--- src/rtl/lamp_pkg.sv ---
// Shared definitions for the RGY lamp sequencer.
//   phase_t    : 2-bit phase/state encoding, also driven out on the phase port
//   LAMP_*     : lamp drive codes, bit order {R,G,Y}
//   lamp_code  : maps a phase plus the flash "lit" half into a lamp code
package lamp_pkg;

    typedef enum logic [1:0] {
        PH_RED    = 2'd0,
        PH_GREEN  = 2'd1,
        PH_YELLOW = 2'd2,
        PH_FLASH  = 2'd3
    } phase_t;

    localparam logic [2:0] LAMP_RED    = 3'b100;
    localparam logic [2:0] LAMP_GREEN  = 3'b010;
    localparam logic [2:0] LAMP_YELLOW = 3'b001;
    localparam logic [2:0] LAMP_OFF    = 3'b000;

    function automatic logic [2:0] lamp_code(input phase_t ph, input logic lit);
        logic [2:0] code;
        code = LAMP_RED;
        case (ph)
            PH_RED:    code = LAMP_RED;
            PH_GREEN:  code = LAMP_GREEN;
            PH_YELLOW: code = LAMP_YELLOW;
            PH_FLASH:  code = lit ? LAMP_YELLOW : LAMP_OFF;
            default:   code = LAMP_RED;
        endcase
        return code;
    endfunction

endpackage

--- src/rtl/phase_timer.sv ---
// Dwell down-counter shared by all phases.
//   clk, rst_n  : clock, synchronous active-low reset (loads RST_VAL)
//   load_i      : load load_val_i this cycle (takes priority over counting)
//   load_val_i  : value to load, normally <PHASE>_TICKS-1
//   done_o      : counter is at zero; the owning phase ends at the next edge
//   count_o     : current count (used to derive elapsed GREEN cycles)
module phase_timer #(
    parameter int               CNT_W   = 8,
    parameter logic [CNT_W-1:0] RST_VAL = '0
) (
    input  logic             clk,
    input  logic             rst_n,
    input  logic             load_i,
    input  logic [CNT_W-1:0] load_val_i,
    output logic             done_o,
    output logic [CNT_W-1:0] count_o
);

    logic [CNT_W-1:0] cnt_q;

    always_ff @(posedge clk) begin
        if (!rst_n) begin
            cnt_q <= RST_VAL;
        end else if (load_i) begin
            cnt_q <= load_val_i;
        end else if (cnt_q != '0) begin
            // Holds at zero so a missed load can never wrap into a long dwell.
            cnt_q <= cnt_q - CNT_W'(1);
        end
    end

    assign done_o  = (cnt_q == '0);
    assign count_o = cnt_q;

endmodule

--- src/rtl/lamp_sequencer_ctrl.sv ---
// Phase controller for a 3-lamp RGY signal head.
// Sequences RED -> GREEN -> YELLOW with per-phase dwell, cuts GREEN short on a
// pedestrian request once GREEN_MIN cycles have elapsed, and flashes yellow in
// maintenance mode.
//   clk, rst_n  : clock, synchronous active-low reset
//   ped_req     : pedestrian request (level or pulse)
//   maint       : 1 = flashing-yellow maintenance mode
//   light       : registered lamp drive {R,G,Y}
//   phase       : current state (0 RED, 1 GREEN, 2 YELLOW, 3 FLASH)
//   ped_ack     : one-cycle pulse when a pedestrian request is served
//   cycle_done  : one-cycle pulse on the first RED cycle after YELLOW
module lamp_sequencer_ctrl
    import lamp_pkg::*;
#(
    parameter int RED_TICKS    = 5,
    parameter int GREEN_TICKS  = 4,
    parameter int GREEN_MIN    = 2,
    parameter int YELLOW_TICKS = 2,
    parameter int FLASH_TICKS  = 3,
    parameter int CNT_W        = 8
) (
    input  logic       clk,
    input  logic       rst_n,
    input  logic       ped_req,
    input  logic       maint,
    output logic [2:0] light,
    output logic [1:0] phase,
    output logic       ped_ack,
    output logic       cycle_done
);

    localparam logic [CNT_W-1:0] RED_LD    = CNT_W'(RED_TICKS - 1);
    localparam logic [CNT_W-1:0] GREEN_LD  = CNT_W'(GREEN_TICKS - 1);
    localparam logic [CNT_W-1:0] YELLOW_LD = CNT_W'(YELLOW_TICKS - 1);
    localparam logic [CNT_W-1:0] FLASH_LD  = CNT_W'(FLASH_TICKS - 1);

    phase_t           state_q, state_d;
    logic             pend_q, pend_d;
    logic             lit_q, lit_d;
    logic             ack_q, ack_d;
    logic             cdone_q, cdone_d;
    logic [2:0]       light_q, light_d;

    logic             tmr_load;
    logic [CNT_W-1:0] tmr_load_val;
    logic             tmr_done;
    logic [CNT_W-1:0] tmr_count;

    logic [CNT_W-1:0] green_elapsed;
    logic             pend_eff;
    logic             green_cut;

    phase_timer #(
        .CNT_W   (CNT_W),
        .RST_VAL (RED_LD)
    ) u_timer (
        .clk        (clk),
        .rst_n      (rst_n),
        .load_i     (tmr_load),
        .load_val_i (tmr_load_val),
        .done_o     (tmr_done),
        .count_o    (tmr_count)
    );

    // Elapsed GREEN cycles before the current one; only meaningful in GREEN.
    assign green_elapsed = GREEN_LD - tmr_count;
    // A request arriving this very cycle counts, so a pulse on an eligible
    // GREEN cycle ends GREEN at the next edge.
    assign pend_eff      = pend_q | ped_req;
    assign green_cut     = pend_eff && (green_elapsed >= CNT_W'(GREEN_MIN));

    always_comb begin
        state_d      = state_q;
        pend_d       = pend_q;
        lit_d        = lit_q;
        ack_d        = 1'b0;
        cdone_d      = 1'b0;
        tmr_load     = 1'b0;
        tmr_load_val = RED_LD;

        if (maint) begin
            pend_d = 1'b0;
            if (state_q != PH_FLASH) begin
                state_d      = PH_FLASH;
                lit_d        = 1'b1;
                tmr_load     = 1'b1;
                tmr_load_val = FLASH_LD;
            end else if (tmr_done) begin
                lit_d        = ~lit_q;
                tmr_load     = 1'b1;
                tmr_load_val = FLASH_LD;
            end
        end else begin
            case (state_q)
                PH_RED: begin
                    // RED already serves the pedestrian: acknowledge, never latch.
                    ack_d = ped_req;
                    if (tmr_done) begin
                        state_d      = PH_GREEN;
                        tmr_load     = 1'b1;
                        tmr_load_val = GREEN_LD;
                    end
                end
                PH_GREEN: begin
                    pend_d = pend_eff;
                    if (tmr_done || green_cut) begin
                        state_d      = PH_YELLOW;
                        tmr_load     = 1'b1;
                        tmr_load_val = YELLOW_LD;
                    end
                end
                PH_YELLOW: begin
                    pend_d = pend_eff;
                    if (tmr_done) begin
                        state_d      = PH_RED;
                        tmr_load     = 1'b1;
                        tmr_load_val = RED_LD;
                        cdone_d      = 1'b1;
                        ack_d        = pend_eff;
                        pend_d       = 1'b0;
                    end
                end
                PH_FLASH: begin
                    // Leaving maintenance: fresh RED, no cycle_done.
                    state_d      = PH_RED;
                    pend_d       = 1'b0;
                    tmr_load     = 1'b1;
                    tmr_load_val = RED_LD;
                end
                default: begin
                    state_d      = PH_RED;
                    pend_d       = 1'b0;
                    tmr_load     = 1'b1;
                    tmr_load_val = RED_LD;
                end
            endcase
        end

        light_d = lamp_code(state_d, lit_d);
    end

    always_ff @(posedge clk) begin
        if (!rst_n) begin
            state_q <= PH_RED;
            pend_q  <= 1'b0;
            lit_q   <= 1'b1;
            ack_q   <= 1'b0;
            cdone_q <= 1'b0;
            light_q <= LAMP_RED;
        end else begin
            state_q <= state_d;
            pend_q  <= pend_d;
            lit_q   <= lit_d;
            ack_q   <= ack_d;
            cdone_q <= cdone_d;
            light_q <= light_d;
        end
    end

    assign light      = light_q;
    assign phase      = state_q;
    assign ped_ack    = ack_q;
    assign cycle_done = cdone_q;

endmodule
--- config.mk ---
export PLATFORM = sky130hd
export DESIGN_NAME = lamp_sequencer_ctrl
export DESIGN_NICKNAME = d
export VERILOG_FILES = /design/src/rtl/lamp_pkg.sv /design/src/rtl/phase_timer.sv /design/src/rtl/lamp_sequencer_ctrl.sv
export SDC_FILE = /design/constraint.sdc
export NUM_CORES = 1
export LEC_CHECK = 0
export ABC_AREA = 1
export CAP_MARGIN = 0
export CORE_MARGIN = 5
export CORE_UTILIZATION = 40
export DETAILED_ROUTE_END_ITERATION = 10
export HOLD_SLACK_MARGIN = 0.03
export MAX_ROUTING_LAYER = met4
export PLACE_DENSITY = 0.72
export SYNTH_ARGS = -nofsm -noshare
export SYNTH_HDL_FRONTEND = slang
export SYNTH_SLANG_ARGS = --single-unit
--- constraint.sdc ---
create_clock -name clk -period 3.3 [get_ports clk]
set_clock_uncertainty 0.15 [all_clocks]
set_input_delay 0.66 -clock clk [delete_from_list [all_inputs] [get_ports clk]]
set_output_delay 0.66 -clock clk [all_outputs]
set_load 0.02 [all_outputs]
## After elaboration in Yosys (flattened, before gate mapping)

Index checks and enable logic that the tools add are counted.

- Output and inout port bits: 7
- Bits in registers: 17
- Word-level logic and storage cells: 61

- Bitwise operators: 4
- Add/subtract/negate cells: 2
- Eq/ne operators: 7
- Muxes and demuxes: 28
- Reductions and logical operators: 12
- Magnitude comparators: 1

Operator list:

| cell | number |
|---|---|
| $mux 8 | 3 |
| $pmux 8 s3 | 1 |
| $mux 3 | 4 |
| $pmux 3 s4 | 1 |
| $mux 1 | 10 |
| $mux 2 | 5 |
| $eq 2x2->1 const B | 4 |
| $ge 8x2->1 const B | 1 |
| $logic_not 8->1 | 1 |
| $pmux 2 s4 | 1 |
| $reduce_bool 8->1 | 1 |
| $sub 2x8->8 const A | 1 |
| $sub 8x1->8 const B | 1 |
| $pmux 1 s3 | 2 |
| $reduce_or 2->1 | 3 |
| $eq 2x1->1 const B | 2 |
| $logic_not 2->1 | 2 |
| $not 1->1 | 3 |
| $reduce_bool 3->1 | 1 |
| $reduce_or 3->1 | 1 |
| $ne 2x2->1 const B | 1 |
| $pmux 1 s2 | 1 |
| $reduce_bool 2->1 | 1 |
| $logic_and 1x1->1 | 1 |
| other kinds (2) | 2 |

## Depth between registers and ports, before layout

- Depth after elaboration: 9
- Depth in mapped cells: 12
- Depth with buffers taken out: 12

## By module

A second synthesis with hierarchy kept.

- Cell total of the unflattened synthesis: 147
- Area total of the unflattened synthesis: 1026.0 µm²

Modules (own cells, without submodules):

| module | sequential area each (µm²) | cells an instance | instances | area each (µm²) |
|---|---|---|---|---|
| lamp_sequencer_ctrl | 180.2 | 80 | 1 | 530.5 |
| phase_timer | 160.2 | 67 | 1 | 495.5 |

## Worst setup path after synthesis

OpenSTA, ideal clock, no wires.

- Kind: input to register
- Start: input port ped_req
- End: register light_q[2], in the netlist light[2]
- Arrival: 1353 ps
- Cell stages on the path: 7
- Path buffers: 0
- Slack: 1688 ps
- Required time: 3041 ps
- Cell sequence: or2_2 nand2_2 nand3_2 nand3_1 nand2_1 inv_2 nor2_2

- Longest elaborated chain between the ends: 8

RTL lines:

| what | RTL line | text |
|---|---|---|
| from (decl) | lamp_sequencer_ctrl.sv:24 | `input logic ped_req,` |
| $or 1x1->1 (*) | lamp_sequencer_ctrl.sv:69 | `assign pend_eff = pend_q \| ped_req;` |
| $logic_and 1x1->1 (*) | lamp_sequencer_ctrl.sv:70 | `assign green_cut = pend_eff && (green_elapsed >= CNT_W'(GREEN_MIN));` |
| $logic_or 1x1->1 (*) | lamp_sequencer_ctrl.sv:106 | `if (tmr_done \|\| green_cut) begin` |
| $mux 2 (*) | lamp_sequencer_ctrl.sv:106 |  |
| $pmux 2 s4 (*) | lamp_sequencer_ctrl.sv:94 | `case (state_q)` |
| $mux 2 (*) | lamp_sequencer_ctrl.sv:81 | `if (maint) begin` |
| $eq 2x2->1, or another cell as far along | lamp_pkg.sv:22 | `case (ph)` |
| $pmux 3 s4 (*) | lamp_pkg.sv:22 |  |
| to (signal assigned) | lamp_sequencer_ctrl.sv:156 | `light_q <= light_d;` |
| to (decl) | lamp_sequencer_ctrl.sv:42 | `logic [2:0] light_q, light_d;` |

Mark *: on every way between the ends. The rest lies on a longest branch, timed or not.
A chain may end at the register's enable or synchronous reset.

## Worst setup path in the final report

- Start: register state_q[1], in the netlist phase[1]
- End: output port phase[1]

RTL lines:

| what | RTL line | text |
|---|---|---|
| from (decl) | lamp_sequencer_ctrl.sv:37 | `phase_t state_q, state_d;` |
| from (signal assigned) | lamp_sequencer_ctrl.sv:151 | `state_q <= state_d;` |
| to (decl) | lamp_sequencer_ctrl.sv:27 | `output logic [1:0] phase,` |

No word-level cell between the ends.

==> impl_metrics.csv <==
group,metric,value,unit
yosys,synth_mux_area_share,0,%
worst_hold_path,hold_end,"lit_q$_SDFF_PN1_",
placement,port_buffers,10,
clock_tree,clock_latency,0.29,ns
timing,period_needed,2.273,ns
finish,nNetsFinal,130,
global_routing,grt_pass1_vias,747,
placement,place_hpwl,1.257,mm
yosys,synth_xor_area_share,5.957,%
worst_setup_path,crit_arrival,1.46,ns
timing,relSlewSlack,75.21,%
clock_tree,hold_buffers,0,
global_routing,grt_remaining_overflow,0,
clock_tree,cts_setup_buffers,0,
clock_tree,numCtsBuffers,3,
worst_setup_path,cp_cell_sequence,"clkdlybuf4s50_1",
floorplanning,die_x,56.96,um
yosys,synth_compound_area_share,8.511,%
clock_tree,cts-resized-gates,0,
worst_setup_path,r2r-end,"light[0]$_SDFF_PN0_",
global_routing,track_usage,11.11,%
worst_setup_path,ff2ff_path_depth,10,
finish,n_antenna_cell,0,
yosys,synth_area_leaders,"dfxtp_1 (39%), nand2_1 (8.5%), nor3_2 (6.8%)",
detailed_routing,drc,0,
clock_tree,htreeDepth,1,
floorplanning,core,2148,sq um
power,p_leak,0.0004411,uW
clock_tree,cts_max_path_buffers,2,
clock_tree,cts_tree,"built",
status,outcome,"completed",
finish,areaGrowthSynthToFinish,18.30,%
run,maxCapViolations,0,
worst_setup_path,critPathLaunchType,"flop",
timing,finalSetupViolations,0,
yosys,yosys.area_share.simple,35.74,%
detailed_routing,vias_per_cell,4.623,
timing,drv_slew,0,
worst_setup_path,r2r_start,"u_timer.count_o[3]$_SDFFE_PN0P_",
worst_setup_path,slowest_delay,0.67,ns
timing,finalCritPeriodShare,68.89,%
clock_tree,cts_sinks,17,
finish,postLayoutCoreUtil,48.57,%
yosys,ys_ff_latch,17,
detailed_routing,drt-initial-drc-count,8,
worst_setup_path,crit_family,"buffers and inverters",
floorplanning,ioPinCount,11,
power,power_density,473.9,nW/um^2
worst_hold_path,hp-start,"lit_q$_SDFF_PN1_",
worst_setup_path,crit_path_end_kind,"primary output",
global_routing,grt_antenna_before_repair,0,
worst_setup_path,cpMaxStageDelayCell,"clkdlybuf4s50_1",
timing,max_freq,0.4399,GHz
finish,n_fill_cell,210,
floorplanning,rows,17,
yosys,syn_inst,109,
placement,gp_congestion,0.8481,
detailed_routing,via_count,698,
clock_tree,clk_pin_slew,0.10,ns
yosys,netlist_area,882.1,sq um
clock_tree,cts-root-buf,"clkbuf_4",
worst_hold_path,hold_depth,2,
worst_setup_path,critPathBufInv,1,
yosys,netlist.area_leader.share,38.58,%
yosys,synth_top_family_by_area,"simple AND/OR/NAND/NOR gates",
worst_hold_path,hp-class,"flop to flop",
worst_setup_path,path_class,"flop to primary output",
worst_setup_path,required,2.49,ns
power,irDropWorstVdd,0.2042,mV
yosys,synth.distinct_cells,24,
worst_setup_path,r2r_setup_slack,1.55,ns
yosys,ys_warn_count,0,
floorplanning,dieArea,3244,sq um
detailed_routing,wl_per_cell,10.74,um
timing,final_hold_viol_count,0,
floorplanning,die_y,56.96,um
detailed_routing,ant_nets,0,
worst_setup_path,critPathMaxFanout,8,
timing,fin_tns_setup,0,ns
yosys,synth_fa_ha_area_share,2.837,%
yosys,synth-seq-area-share,38.58,%
yosys,synth_area_leader_cell,"dfxtp_1",
finish,drive_gt1_share,26.02,%
floorplanning,start_util,41.06,%
timing,tightestPinTransition,0.3715,ns
detailed_routing,first_pass_iters,4,
detailed_routing,route.final.wire_length,1.622,mm
yosys,syn-num-nets,115,
global_routing,grt_max_degree,10,
global_routing,grt_pass1_wl,2.856,mm
timing,rsz0062_at_grt,"no",
yosys,syn_avg_cell_area,8.093,sq um
[cells in the mapped netlist]
master    number
o211ai_1       1
o22ai_2        1
ha_1           2
nor3_1         1
dfxtp_1       17
o21ai_2        1
nor3_2         6
nor2_2         4
nand3_2        2
nand2_2        2
o21ai_4        1
nand3_1        9
inv_2          7
or2_2          1
inv_1         11
nand2_1       20
nor2_1         7
o21ai_0        2
inv_4          1
xor2_1         5
a21oi_1        4
xnor2_1        1
nand3_4        1
nand2_4        2
[how the worst max path moves through the flow]
| stage | to | from | cells after the start | slack (ns) |
|---|---|---|---|---|
| floorplan | light[2]$_SDFF_PN1_ | ped_req | 7 | 1.69 |
| global placement | light[2]$_SDFF_PN1_ | ped_req | 8 | 1.22 |
| detailed placement | light[2]$_SDFF_PN1_ | ped_req | 8 | 1.20 |
| CTS | phase[1] | phase[1]$_SDFF_PN0_ | 1 | 1.02 |
| global route | phase[1] | phase[1]$_SDFF_PN0_ | 1 | 0.99 |
| finish | phase[1] | phase[1]$_SDFF_PN0_ | 1 | 1.03 |
[kinds of logic (layout without fill, tap and decap cells)]
logic type      after synthesis  count (layout)
compound gates               10              10
xor+xnor                      6               6
fa+ha+maj                     2               2
buf+inv                      19              33
flops                        17              17
simple gates                 55              55
[state kept, by name, summed over array words and instances (netlist names)]
register	count
cycle_done	1
pend_q	1
u_timer.count_o	8
phase	2
ped_ack	1
lit_q	1
light	3
[through the flow]
stage               total power, uW  cells  area [sq um]  hold slack (ns)  worst slack, ns
detailed placement            385.3    147          1017           0.3525            1.202
CTS                           501.1    151          1044           0.3798            1.017
global placement              383.3    147          1017           0.3404            1.224
floorplan                     348.8    109         882.1           0.3184            1.688
global route                  525.9    151          1044           0.4077           0.9908
finish                        494.5    151          1044           0.3716            1.027
[power by group]
group | leakage, uW | internal, uW | switching, uW
registers | 0.000140 | 222 | 15.1
logic | 0.000286 | 56.5 | 87.7
clock network | 0.0000150 | 47.0 | 66.7
total | 0.000441 | 325 | 169
[metal layers]
| metal | vias up | GRT usage, % | routed length, um |
|---|---|---|---|
| met2 | 9 | 18.76 | 772 |
| met4 | 0 | 3.974 | 6 |
| met5 | - | - | 0 |
| met1 | 316 | 13.14 | 811 |
| met3 | 2 | 2.036 | 32 |
| li1 | 371 | - | - |
[cell type report]
class / instances / area (sq um) / area share (%)
inverters: 19 / 73.82 / 7.074
repair buffers: 10 / 100.1 / 9.592
well taps: 28 / 35.03 / 3.357
multi-input cells: 73 / 467.9 / 44.84
clock buffers: 4 / 26.28 / 2.518
flip-flops and latches: 17 / 340.3 / 32.61
[cell usage in the layout (no fill, tap or decap), drive strengths merged]
| cell type | synthesis | routed |
|---|---|---|
| a21oi | 4 | 4 |
| o22ai | 1 | 1 |
| o21ai | 4 | 4 |
| xnor2 | 1 | 1 |
| nand2 | 24 | 24 |
| ha | 2 | 2 |
| dfxtp | 17 | 17 |
| clkdlybuf4s50 | 0 | 10 |
| xor2 | 5 | 5 |
| clkbuf | 0 | 4 |
| inv | 19 | 19 |
| nor2 | 11 | 11 |
| nand3 | 12 | 12 |
| or2 | 1 | 1 |
| nor3 | 7 | 7 |
| o211ai | 1 | 1 |
Note: power is estimated with default switching activity, not from simulation.
